`src/rtl/bg_multi_layer.sv`:
```
// Multi-layer scrolling background address generator: per-layer shadow/active
// register banks committed on frame start, and a 2-stage pixel-to-tile pipeline.
module bg_multi_layer #(
    parameter int LAYERS    = 2,
    parameter int SX_W      = 10,
    parameter int MAP_LOG2  = 6,
    parameter int TILE_LOG2 = 3,
    parameter int ADDR_W    = 16,
    localparam int LA_W     = (LAYERS > 1) ? $clog2(LAYERS) : 1,
    localparam int SCR_W    = MAP_LOG2 + TILE_LOG2
) (
    input  logic                        iCLOCK,
    input  logic                        iRESET,
    input  logic [SX_W-1:0]             iSX,
    input  logic [SX_W-1:0]             iSY,
    input  logic                        iPIX_VALID,
    input  logic                        iFRAME_START,
    input  logic [LA_W+1:0]             iREG_ADDR,
    input  logic [31:0]                 iREG_DATA,
    input  logic                        iREG_WRITE,
    output logic [LAYERS*ADDR_W-1:0]    oMAP_ADDR,
    output logic [LAYERS*TILE_LOG2-1:0] oFINE_X,
    output logic [LAYERS*TILE_LOG2-1:0] oFINE_Y,
    output logic [LAYERS-1:0]           oLAYER_EN,
    output logic                        oVALID,
    output logic                        oPENDING
);

    localparam int SUM_W = ((SX_W > SCR_W) ? SX_W : SCR_W) + 1;
    localparam int IDX_W = 2 * MAP_LOG2;
    localparam int EXT_W = ADDR_W + IDX_W;
    localparam logic [LA_W:0] LAYERS_V = LAYERS[LA_W:0];

    // Pixel path is valid-only: iPIX_VALID qualifies iSX/iSY, oVALID qualifies
    // the outputs two cycles later; there is no ready and no back-pressure.

    logic [LA_W-1:0] wr_layer;
    logic [1:0]      wr_reg;
    logic            wr_ok;
    logic            unused_data;

    assign wr_layer    = iREG_ADDR[LA_W+1:2];
    assign wr_reg      = iREG_ADDR[1:0];
    assign wr_ok       = iREG_WRITE && ({1'b0, wr_layer} < LAYERS_V);
    assign unused_data = ^iREG_DATA;

    logic [SCR_W-1:0]  sh_sx   [LAYERS];
    logic [SCR_W-1:0]  sh_sy   [LAYERS];
    logic [ADDR_W-1:0] sh_base [LAYERS];
    logic              sh_en   [LAYERS];
    logic              sh_wrap [LAYERS];
    logic [SCR_W-1:0]  act_sx  [LAYERS];
    logic [SCR_W-1:0]  act_sy  [LAYERS];
    logic [ADDR_W-1:0] act_base[LAYERS];
    logic              act_en  [LAYERS];
    logic              act_wrap[LAYERS];

    // Commit reads the shadow before this cycle's write lands, so a write
    // coincident with frame start stays pending for the next commit.
    always_ff @(posedge iCLOCK or posedge iRESET) begin
        if (iRESET) begin
            for (int l = 0; l < LAYERS; l++) begin
                sh_sx[l]    <= '0;
                sh_sy[l]    <= '0;
                sh_base[l]  <= '0;
                sh_en[l]    <= 1'b0;
                sh_wrap[l]  <= 1'b0;
                act_sx[l]   <= '0;
                act_sy[l]   <= '0;
                act_base[l] <= '0;
                act_en[l]   <= 1'b0;
                act_wrap[l] <= 1'b0;
            end
            oPENDING <= 1'b0;
        end else begin
            for (int l = 0; l < LAYERS; l++) begin
                if (iFRAME_START) begin
                    act_sx[l]   <= sh_sx[l];
                    act_sy[l]   <= sh_sy[l];
                    act_base[l] <= sh_base[l];
                    act_en[l]   <= sh_en[l];
                    act_wrap[l] <= sh_wrap[l];
                end
                if (wr_ok && (wr_layer == l[LA_W-1:0])) begin
                    case (wr_reg)
                        2'd0: sh_sx[l]   <= iREG_DATA[SCR_W-1:0];
                        2'd1: sh_sy[l]   <= iREG_DATA[SCR_W-1:0];
                        2'd2: sh_base[l] <= iREG_DATA[ADDR_W-1:0];
                        default: begin
                            sh_en[l]   <= iREG_DATA[0];
                            sh_wrap[l] <= iREG_DATA[1];
                        end
                    endcase
                end
            end
            if (wr_ok) begin
                oPENDING <= 1'b1;
            end else if (iFRAME_START) begin
                oPENDING <= 1'b0;
            end
        end
    end

    logic              v1;
    logic [SUM_W-1:0]  s1_x   [LAYERS];
    logic [SUM_W-1:0]  s1_y   [LAYERS];
    logic [ADDR_W-1:0] s1_base[LAYERS];
    logic              s1_en  [LAYERS];
    logic              s1_wrap[LAYERS];

    always_ff @(posedge iCLOCK or posedge iRESET) begin
        if (iRESET) begin
            v1 <= 1'b0;
            for (int l = 0; l < LAYERS; l++) begin
                s1_x[l]    <= '0;
                s1_y[l]    <= '0;
                s1_base[l] <= '0;
                s1_en[l]   <= 1'b0;
                s1_wrap[l] <= 1'b0;
            end
        end else begin
            v1 <= iPIX_VALID;
            if (iPIX_VALID) begin
                for (int l = 0; l < LAYERS; l++) begin
                    s1_x[l]    <= SUM_W'(iSX) + SUM_W'(act_sx[l]);
                    s1_y[l]    <= SUM_W'(iSY) + SUM_W'(act_sy[l]);
                    s1_base[l] <= act_base[l];
                    s1_en[l]   <= act_en[l];
                    s1_wrap[l] <= act_wrap[l];
                end
            end
        end
    end

    logic [SCR_W-1:0]  wx     [LAYERS];
    logic [SCR_W-1:0]  wy     [LAYERS];
    logic              oor    [LAYERS];
    logic [EXT_W-1:0]  addr_x [LAYERS];
    logic              en_c   [LAYERS];

    // The map index {tile_y, tile_x} equals (tile_y << MAP_LOG2) + tile_x.
    always_comb begin
        for (int l = 0; l < LAYERS; l++) begin
            wx[l]     = s1_x[l][SCR_W-1:0];
            wy[l]     = s1_y[l][SCR_W-1:0];
            oor[l]    = (|s1_x[l][SUM_W-1:SCR_W]) || (|s1_y[l][SUM_W-1:SCR_W]);
            en_c[l]   = s1_en[l] && (s1_wrap[l] || !oor[l]);
            addr_x[l] = EXT_W'(s1_base[l])
                      + EXT_W'({wy[l][SCR_W-1:TILE_LOG2], wx[l][SCR_W-1:TILE_LOG2]});
        end
    end

    always_ff @(posedge iCLOCK or posedge iRESET) begin
        if (iRESET) begin
            oVALID    <= 1'b0;
            oMAP_ADDR <= '0;
            oFINE_X   <= '0;
            oFINE_Y   <= '0;
            oLAYER_EN <= '0;
        end else begin
            oVALID <= v1;
            if (v1) begin
                for (int l = 0; l < LAYERS; l++) begin
                    oMAP_ADDR[l*ADDR_W +: ADDR_W]      <= addr_x[l][ADDR_W-1:0];
                    oFINE_X[l*TILE_LOG2 +: TILE_LOG2] <= wx[l][TILE_LOG2-1:0];
                    oFINE_Y[l*TILE_LOG2 +: TILE_LOG2] <= wy[l][TILE_LOG2-1:0];
                    oLAYER_EN[l]                       <= en_c[l];
                end
            end
        end
    end

endmodule

```
`config.mk`:
```
export PLATFORM = sky130hd
export DESIGN_NAME = bg_multi_layer
export DESIGN_NICKNAME = d
export VERILOG_FILES = /design/src/rtl/bg_multi_layer.sv
export SDC_FILE = /design/constraint.sdc
export NUM_CORES = 1
export LEC_CHECK = 0
export ABC_AREA = 1
export CAP_MARGIN = 20
export CORE_ASPECT_RATIO = 0.9
export CORE_MARGIN = 5
export CORE_UTILIZATION = 35
export CTS_BUF_LIST = sky130_fd_sc_hd__clkbuf_8
export CTS_CLUSTER_DIAMETER = 30
export DETAILED_ROUTE_END_ITERATION = 10
export GPL_TIMING_DRIVEN = 0
export PLACE_DENSITY = 0.49
export SYNTH_ARGS = -nofsm -noshare
export SYNTH_HDL_FRONTEND = slang
export SYNTH_SLANG_ARGS = --single-unit
```
`constraint.sdc`:
```
create_clock -name iCLOCK -period 12.4 [get_ports iCLOCK]
set_input_delay 2.48 -clock iCLOCK [delete_from_list [all_inputs] [get_ports iCLOCK]]
set_output_delay 2.48 -clock iCLOCK [all_outputs]
set_load 0.1 [all_outputs]
```
; Yosys cells after proc, flatten, opt, wreduce, memory -nomap -nowiden
; Index checks and enable logic that the tools add are counted.
[totals]
reg_bits = 273
latchBits = 0
mem_bits_rw = 0
mem_bits_ro = 0
in_bits = 60
memories = 0
[op_classes]
n_addsub = 6
multipliers = 0
div_mod_pow = 0
n_lt_le_gt_ge = 0
n_eq_ne = 2
n_shift = 0
mux = 2
n_bitwise = 2
n_reduce_logical = 25
[ops]
columns = cell, n
row1 = adder 10 x 9 -> 11 bit, 4
row2 = adder 16 x 12 -> 16 bit, 2
row3 = AND reduction 2 bit, 8
row4 = OR reduction 2 bit, 4
row5 = logical AND 1 bit, 4
row6 = logical OR 1 bit, 4
row7 = OR reduction 3 bit, 1
row8 = "equality test 2 x 1 -> 1 bit, second input constant", 1
row9 = "equality test 2 bit, second input constant", 1
row10 = logical NOT 1 bit, 2
row11 = logical NOT 2 bit, 1
row12 = two-way mux 1 bit, 2
row13 = NOT 1 bit, 2
row14 = nonzero test 2 bit, 1

; Depth between registers and ports, before layout
; Gate-level depths: netlist of run 1.
[depth]
word_depth = 5
depth_mapped = 11

; Least setup slack after synthesis of run 1
; No wires, ideal clock.
[synth_path]
path_kind = input to register
from = input port iSY[0]
to = register s1_y[17] in the netlist's numbering
setup_ns = 0.121
t_arrival_ns = 3.581
required_time_ns = 12.279
path_slack_ns = 8.698
cell_stages = 9
path_buffers = 0
cell_sequence = ha_1 inv_1 fa_1 o21ai_2 nand3_1 nand2_1 nand2_1 nand2_1 o21ai_1
[synth_between]
elab_chain_len = 1
[synth_lines]
columns = item, line_no
row1 = from (decl), 15  ; input logic [SX_W-1:0] iSY,
row2 = adder 10 x 9 -> 11 bit, 126  ; s1_y[l] <= SUM_W'(iSY) + SUM_W'(act_sy[l]);
row3 = "to (signal, indexed assignment)", 126
row4 = to (decl), 106  ; logic [SUM_W-1:0] s1_y [LAYERS];
; No other way between the ends.
; A chain may end at the register's enable or synchronous reset.

; Worst setup path after layout of run 1
[layout_path]
from = register oLAYER_EN[1]
to = output port oLAYER_EN[1]
[layout_lines]
columns = item, line_no
row1 = from (decl), 24  ; output logic [LAYERS-1:0] oLAYER_EN,
row2 = "from (signal, indexed assignment)", 167  ; oLAYER_EN[l] <= en_c[l];
; No word-level cell between the ends.

==> results of run 1 <==
==> routing by layer <==
layer  vias up  GRT usage [%]
li1       5402              -
met1      5033           27.4
met2       235           28.7
met3        52           3.58
met4         0           5.84
met5         -              0
==> through the flow <==
stage | power [µW] | util, % | hold WS, ns | setup WS (ns) | setup TNS (ns)
after floorplan | 2210 | - | 0.349 | 2.40 | 0
final | 3970 | 43.8 | 0.376 | 7.81 | 0
after detailed placement | 2620 | 39.3 | 0.360 | 7.88 | 0
after global placement | 2600 | 39.1 | 0.355 | -1.30 | -347.25
after global routing | 4200 | 43.8 | 0.382 | 7.72 | 0
after CTS | 4010 | 43.8 | 0.374 | 7.74 | 0
==> layout by cell type (no fill, tap or decap), drive strengths merged <==
cell type,count
and2,5
or2,7
clkbuf,95
nor3,7
a31oi,4
xnor2,12
o21ai,191
o31ai,1
nand2,556
nand4,10
nor2,70
clkinvlp,5
fa,6
inv,171
bufinv,15
buf,37
dfrtp,273
nand3b,4
mux2,40
clkdlybuf4s50,90
a21oi,35
ha,60
xor2,6
clkinv,18
nand3,74
nor4,1
==> kinds of logic (layout without fill, tap and decap cells) <==
group / after synthesis / count (layout) / synth area share (%)
and+or+nand+nor: 734 / 734 / 22.4
DFF: 273 / 273 / 51.1
AOI/OAI and AO/OA: 231 / 231 / 8.81
buffers and inverters: 213 / 431 / 6.66
adders and majority gates: 66 / 66 / 6.51
muxes: 40 / 40 / 3.37
xor gates and xnor gates: 18 / 18 / 1.18
==> sequential cells by signal, indices dropped and copies added, names as in the netlist, 18 cells and up <==
signal,flops
s1_y,22
act_sx,18
s1_base,32
act_sy,18
act_base,32
s1_x,22
oMAP_ADDR,32
sh_sy,18
sh_sx,18
sh_base,32
==> worst min-delay path by stage <==
stage / to
detailed placement: oVALID
floorplan: oVALID
global route: oVALID
finish: oVALID
global placement: oVALID
CTS: oVALID
==> power groups by stage <==
| stage | clock network (µW) | logic (µW) | registers [µW] |
|---|---|---|---|
| after global routing | 1440 | 1460 | 1290 |
| final | 1370 | 1330 | 1270 |
| after floorplan | 0 | 586 | 1630 |
| after detailed placement | 0 | 1330 | 1280 |
| after global placement | 0 | 1320 | 1280 |
| after CTS | 1400 | 1340 | 1270 |
==> layout make-up <==
class	count	share of cell area, %
clock buffer	81	6.69
timing repair buffer	92	5.73
inverter	164	3.74
buffer	49	1.65
multi-input combinational	1089	33.9
sequential	273	41.0
tap	490	3.68
clock inverter	45	3.67
==> flow_summary_export.csv, run 1 <==
group,metric,value,unit
critical_path,crit_end,"oLAYER_EN[1]",
clock_tree,clockBufferDepth,3,
drt,ant_nets,0,
critical_path,arrival,2.11,ns
drt,drt_iter0_drc,682,
sta,fin_skew,0.0234,ns
clock_tree,tritoncts,"yes",
yosys,async_flop_share,100,%
job,maxCapViolations,0,
yosys,yosysSeqAreaShare,51.1,%
sta,relSlewSlack,34.6,%
critical_path,endpoint_kind,"output pin",
clock_tree,htreeDepth,3,
layout,antenna-diode-count,0,
sta,setup_viol,0,
critical_path,worst_ep_required_time,9.92,ns
clock_tree,clk_latency,0.59,ns
clock_tree,cts_hold_buf,0,
critical_path,reg2reg_to,"oMAP_ADDR[24]",
sta,layout_min_cycle_time,4.59,ns
clock_tree,cts_buffers,72,
drt,route.met2.wl,17100,µm
min_path,hp-class,"flop to flop",
floorplan,initial_utilization,35.2,%
clock_tree,ctsRootBufferMaster,"clkbuf_8",
yosys,avgSynthCellArea,8.49,µm²
layout,stdcell_count,2283,
drt,highest_layer,"met4",
yosys,synthFlopType,"dfrtp_1",
power_and_ir_drop,p_sw_share,39.1,%
layout,regArea,6830,µm²
min_path,hold_depth,0,
place,port_buffers,90,
drt,met3_length,1890,µm
drt,finalWirelength,39400,µm
drt,drt_pass1_iterations,5,
critical_path,r2r_setup_slack,10.46,ns
critical_path,r2r_cells,9,
floorplan,fp-row-count,68,
global_route,grt_pass1_wl,61600,µm
global_route,grt_max_degree,127,
critical_path,start_kind,"flop",
yosys,synthCells,1575,
place,post-dp-hpwl,30200,µm
critical_path,crit_chain,"clkdlybuf4s50_1",
global_route,grt_pass1_vias,10500,
yosys,synth_edf_count,0,
yosys,synth_warnings,0,
min_path,hp-start,"v1",
floorplan,dieArea,42200,µm²
yosys,synth_top_area_cell,"dfrtp_1",
critical_path,critPathMaxFanout,2,
clock_tree,cts_resized,0,
layout,final_cell_area,16700,µm²
yosys,synthTopCellsByArea,"dfrtp_1 (51%), nand2_1 (15%), ha_1 (5.6%)",
yosys,yosys-top-cells-count,"nand2_1 (545), dfrtp_1 (273), inv_1 (159)",
yosys,synth_nets,1701,
layout,area_delta_synth_final,24.7,%
global_route,antenna_found_initial,2,
power_and_ir_drop,peakVddDrop,0.000134,V
place,place_area,14900,µm²
floorplan,coreArea,38000,µm²
yosys,ys_seq_elements,273,
floorplan,die_h,195,µm
critical_path,rr_startpoint,"s1_x[3]",
layout,nFillCells,3817,
sta,worstMarginPinSlew,0.978,ns
clock_tree,cts.sinks,273,
power_and_ir_drop,cellInternalPower,2420,µW
layout,drive_gt1_share,12.6,%
critical_path,path_delay_family,"buffers and inverters",
yosys,synth_top_area_share,51.1,%
global_route,grt_use_total,18.9,%
critical_path,max_stage_delay,1.15,ns
floorplan,ios,108,
drt,via_per_inst,4.70,
sta,drv_slew,0,
floorplan,die_w,216,µm
power_and_ir_drop,p_sw,1550,µW
place,gp_congestion,0.898,
critical_path,slowest_stage,"clkdlybuf4s50_1",
drt,wl_met1,19700,µm
drt,drc,0,
power_and_ir_drop,power_frac_comb,33.6,%
power_and_ir_drop,power.share.sequential,32.0,%
power_and_ir_drop,power.density,238,nW/µm²
drt,wl_per_cell,17.3,µm
global_route,overflow,0,
layout,multi_input_area,5650,µm²
yosys,yosysMostFrequentCell,"nand2_1",
critical_path,worstSetupStartpoint,"oLAYER_EN[1]",
critical_path,path_class,"flop to output pin",
power_and_ir_drop,leakage,0.00840,µW
critical_path,cp.depth,1,
sta,post-route-period-util,37.0,%
clock_tree,postCtsSetupBuffers,0,
yosys,netlist_area,13400,µm²
clock_tree,clkSlewWorstSetupHoldPaths,0.05,ns
sta,fmax,218,MHz
critical_path,path_buf_inv,1,
power_and_ir_drop,clkPwrFrac,34.5,%
sta,finalHoldViolCount,0,
drt,vias,10722,
layout,nNetsFinal,1867,
yosys,yosysUniqueCellTypes,35,
sta,rsz0062_at_grt,"false",
run_status,status,"complete, no violations",
place,placed_cells,2157,
Power figures use the tool's default switching activity.
==> inputs of run 2 (changes only) <==
==> constraint.sdc (replaced) <==
create_clock -name iCLOCK -period 4.65 [get_ports iCLOCK]
set_input_delay 0.93 -clock iCLOCK [delete_from_list [all_inputs] [get_ports iCLOCK]]
set_output_delay 0.93 -clock iCLOCK [all_outputs]
set_load 0.1 [all_outputs]
==> run 2 against run 1 <==
Net effect: via count decreased by 0.26%; clock-buffer cell count rose by 6; largest power group unchanged; first-iteration DRC count down 5.3%; clock skew grew 0.0018 ns; hold slack better by 0.00081 ns; highest routed layer unchanged; final cell count up 0.35%; sequential power increased to 2.7 times the previous value.
==> flow_summary_export.csv, run 2 (synthesis gave the netlist of run 1 again) <==
group,metric,value,unit
layout,nFillCells,3847,
critical_path,worst_ep_required_time,3.72,ns
critical_path,path_class,"flop to output pin",
power_and_ir_drop,power.density,627,nW/µm²
floorplan,die_h,195,µm
floorplan,die_w,216,µm
clock_tree,cts_hold_buf,0,
global_route,overflow,0,
floorplan,coreArea,38000,µm²
clock_tree,clkSlewWorstSetupHoldPaths,0.05,ns
sta,rsz0062_at_grt,"false",
clock_tree,cts_buffers,73,
drt,drt_pass1_iterations,5,
floorplan,fp-row-count,68,
power_and_ir_drop,peakVddDrop,0.000314,V
drt,drc,0,
drt,wl_per_cell,17.3,µm
drt,vias,10694,
layout,nNetsFinal,1874,
sta,post-route-period-util,65.8,%
layout,final_cell_area,16800,µm²
clock_tree,ctsRootBufferMaster,"clkbuf_8",
critical_path,endpoint_kind,"output pin",
place,port_buffers,90,
sta,fin_skew,0.0253,ns
critical_path,path_delay_family,"buffers and inverters",
sta,worstMarginPinSlew,1.00,ns
critical_path,arrival,2.13,ns
global_route,antenna_found_initial,0,
place,place_area,15100,µm²
critical_path,path_buf_inv,1,
power_and_ir_drop,cellInternalPower,6380,µW
layout,layout_commonest_cell,"nand2_1",
floorplan,ios,108,
power_and_ir_drop,p_sw,4130,µW
min_path,hp-class,"flop to flop",
clock_tree,cts_resized,0,
power_and_ir_drop,clkPwrFrac,34.1,%
sta,fin_ws,1.59,ns
place,placed_cells,2163,
critical_path,max_stage_delay,1.15,ns
global_route,grt_max_degree,41,
power_and_ir_drop,p_sw_share,39.3,%
layout,stdcell_count,2291,
global_route,grt_pass1_wl,63600,µm
critical_path,start_kind,"flop",
drt,finalWirelength,39500,µm
power_and_ir_drop,power.total,10500,µW
sta,worst_hold_slack,0.377,ns
sta,fmax,327,MHz
clock_tree,cts.sinks,273,
clock_tree,tritoncts,"yes",
power_and_ir_drop,leakage,0.00843,µW
global_route,grt_pass1_vias,10803,
clock_tree,htreeDepth,3,
critical_path,slowest_stage,"clkdlybuf4s50_1",
critical_path,crit_chain,"clkdlybuf4s50_1",
power_and_ir_drop,power.share.sequential,32.2,%
place,post-dp-hpwl,30900,µm
sta,setup_viol,0,
place,place_ws,1.72,ns
critical_path,critPathMaxFanout,2,
layout,antenna-diode-count,0,
clock_tree,clk_latency,0.60,ns
layout,area_delta_synth_final,25.5,%
clock_tree,postCtsSetupBuffers,0,
drt,drt_iter0_drc,646,
power_and_ir_drop,power_frac_comb,33.7,%
clock_tree,clockBufferDepth,3,
drt,via_per_inst,4.67,
floorplan,initial_utilization,35.2,%
sta,drv_slew,0,
global_route,grt_use_total,19.2,%
place,gp_congestion,0.872,
job,maxCapViolations,0,
layout,drive_gt1_share,12.9,%
sta,relSlewSlack,33.0,%
sta,finalHoldViolCount,0,
sta,layout_min_cycle_time,3.06,ns
floorplan,dieArea,42200,µm²
drt,ant_nets,0,
layout,final_cell_mix,"nand2_1 (545), dfrtp_1 (273), inv_1 (167)",
run_status,status,"complete, no violations",
## run 2: cell types whose count changed in the layout (fill, tap and decap cells not counted)
| cell | delta |
|---|---|
| clkbuf_8 | +6 |
| buf_16 | -1 |
| bufinv_16 | -3 |
| clkinv_4 | -1 |
| clkinvlp_4 | +5 |
| inv_8 | -1 |
| buf_12 | +7 |
| inv_1 | +2 |
| clkinv_2 | -6 |
## run 2: layout make-up
class	instances	area [µm²]	area share [%]
Sequential cell	273	6830	40.7
Multi-Input combinational cell	1089	5650	33.7
Clock buffer	87	1200	7.14
Timing Repair Buffer	98	1070	6.37
Inverter	164	619	3.69
Tap cell	490	613	3.65
Clock inverter	41	520	3.10
Buffer	49	275	1.64
## run 2: final timing paths
path	to	startpoint	slack [ns]	cells after the start
min in group asynchronous	oFINE_Y[1]	iRESET	0.75	2
worst max-delay path	oLAYER_EN[1]	oLAYER_EN[1]	1.59	1
worst min register to register	oVALID	v1	0.38	0
worst min-delay path	oVALID	v1	0.38	0
max in group asynchronous	act_base[14]	iRESET	2.83	5
worst max register to register	oMAP_ADDR[12]	s1_base[16]	2.70	9
## run 2: stage by stage
stage	setup TNS, ns	util [%]
global placement	-553.50	39.1
CTS	0	44.1
detailed placement	0	39.6
global route	0	44.1
floorplan	0	-
finish	0	44.1
## run 2: power groups by stage
stage               clock network (µW)  logic, µW  registers (µW)
floorplan                            0       1560            4340
global placement                     0       3520            3410
detailed placement                   0       3550            3420
CTS                               3660       3560            3390
global route                      3800       3890            3450
finish                            3590       3540            3380
## run 2: layer usage
metal	GRT usage (%)	vias up	wire [µm]
li1	-	5428	-
met1	28.5	5023	20200
met2	29.2	202	17200
met3	3.22	41	1580
met4	5.30	0	601
met5	0	-	0
==> inputs of run 3 (changes only) <==
==> constraint.sdc (replaced) <==
create_clock -name iCLOCK -period 3 [get_ports iCLOCK]
set_input_delay 0.6 -clock iCLOCK [delete_from_list [all_inputs] [get_ports iCLOCK]]
set_output_delay 0.6 -clock iCLOCK [all_outputs]
set_load 0.1 [all_outputs]
==> results of run 3 <==
Same layout as run 2 (identical final DEF). Status: complete, no violations.
Among the figures that moved: setup slack after placement 1.72 ns -> 0.403 ns; setup slack after layout 1.59 ns -> 0.270 ns; register-to-register setup slack 2.70 ns -> 1.05 ns; total power 10500 µW -> 16300 µW; worst IR drop on VDD 0.000314 V -> 0.000487 V
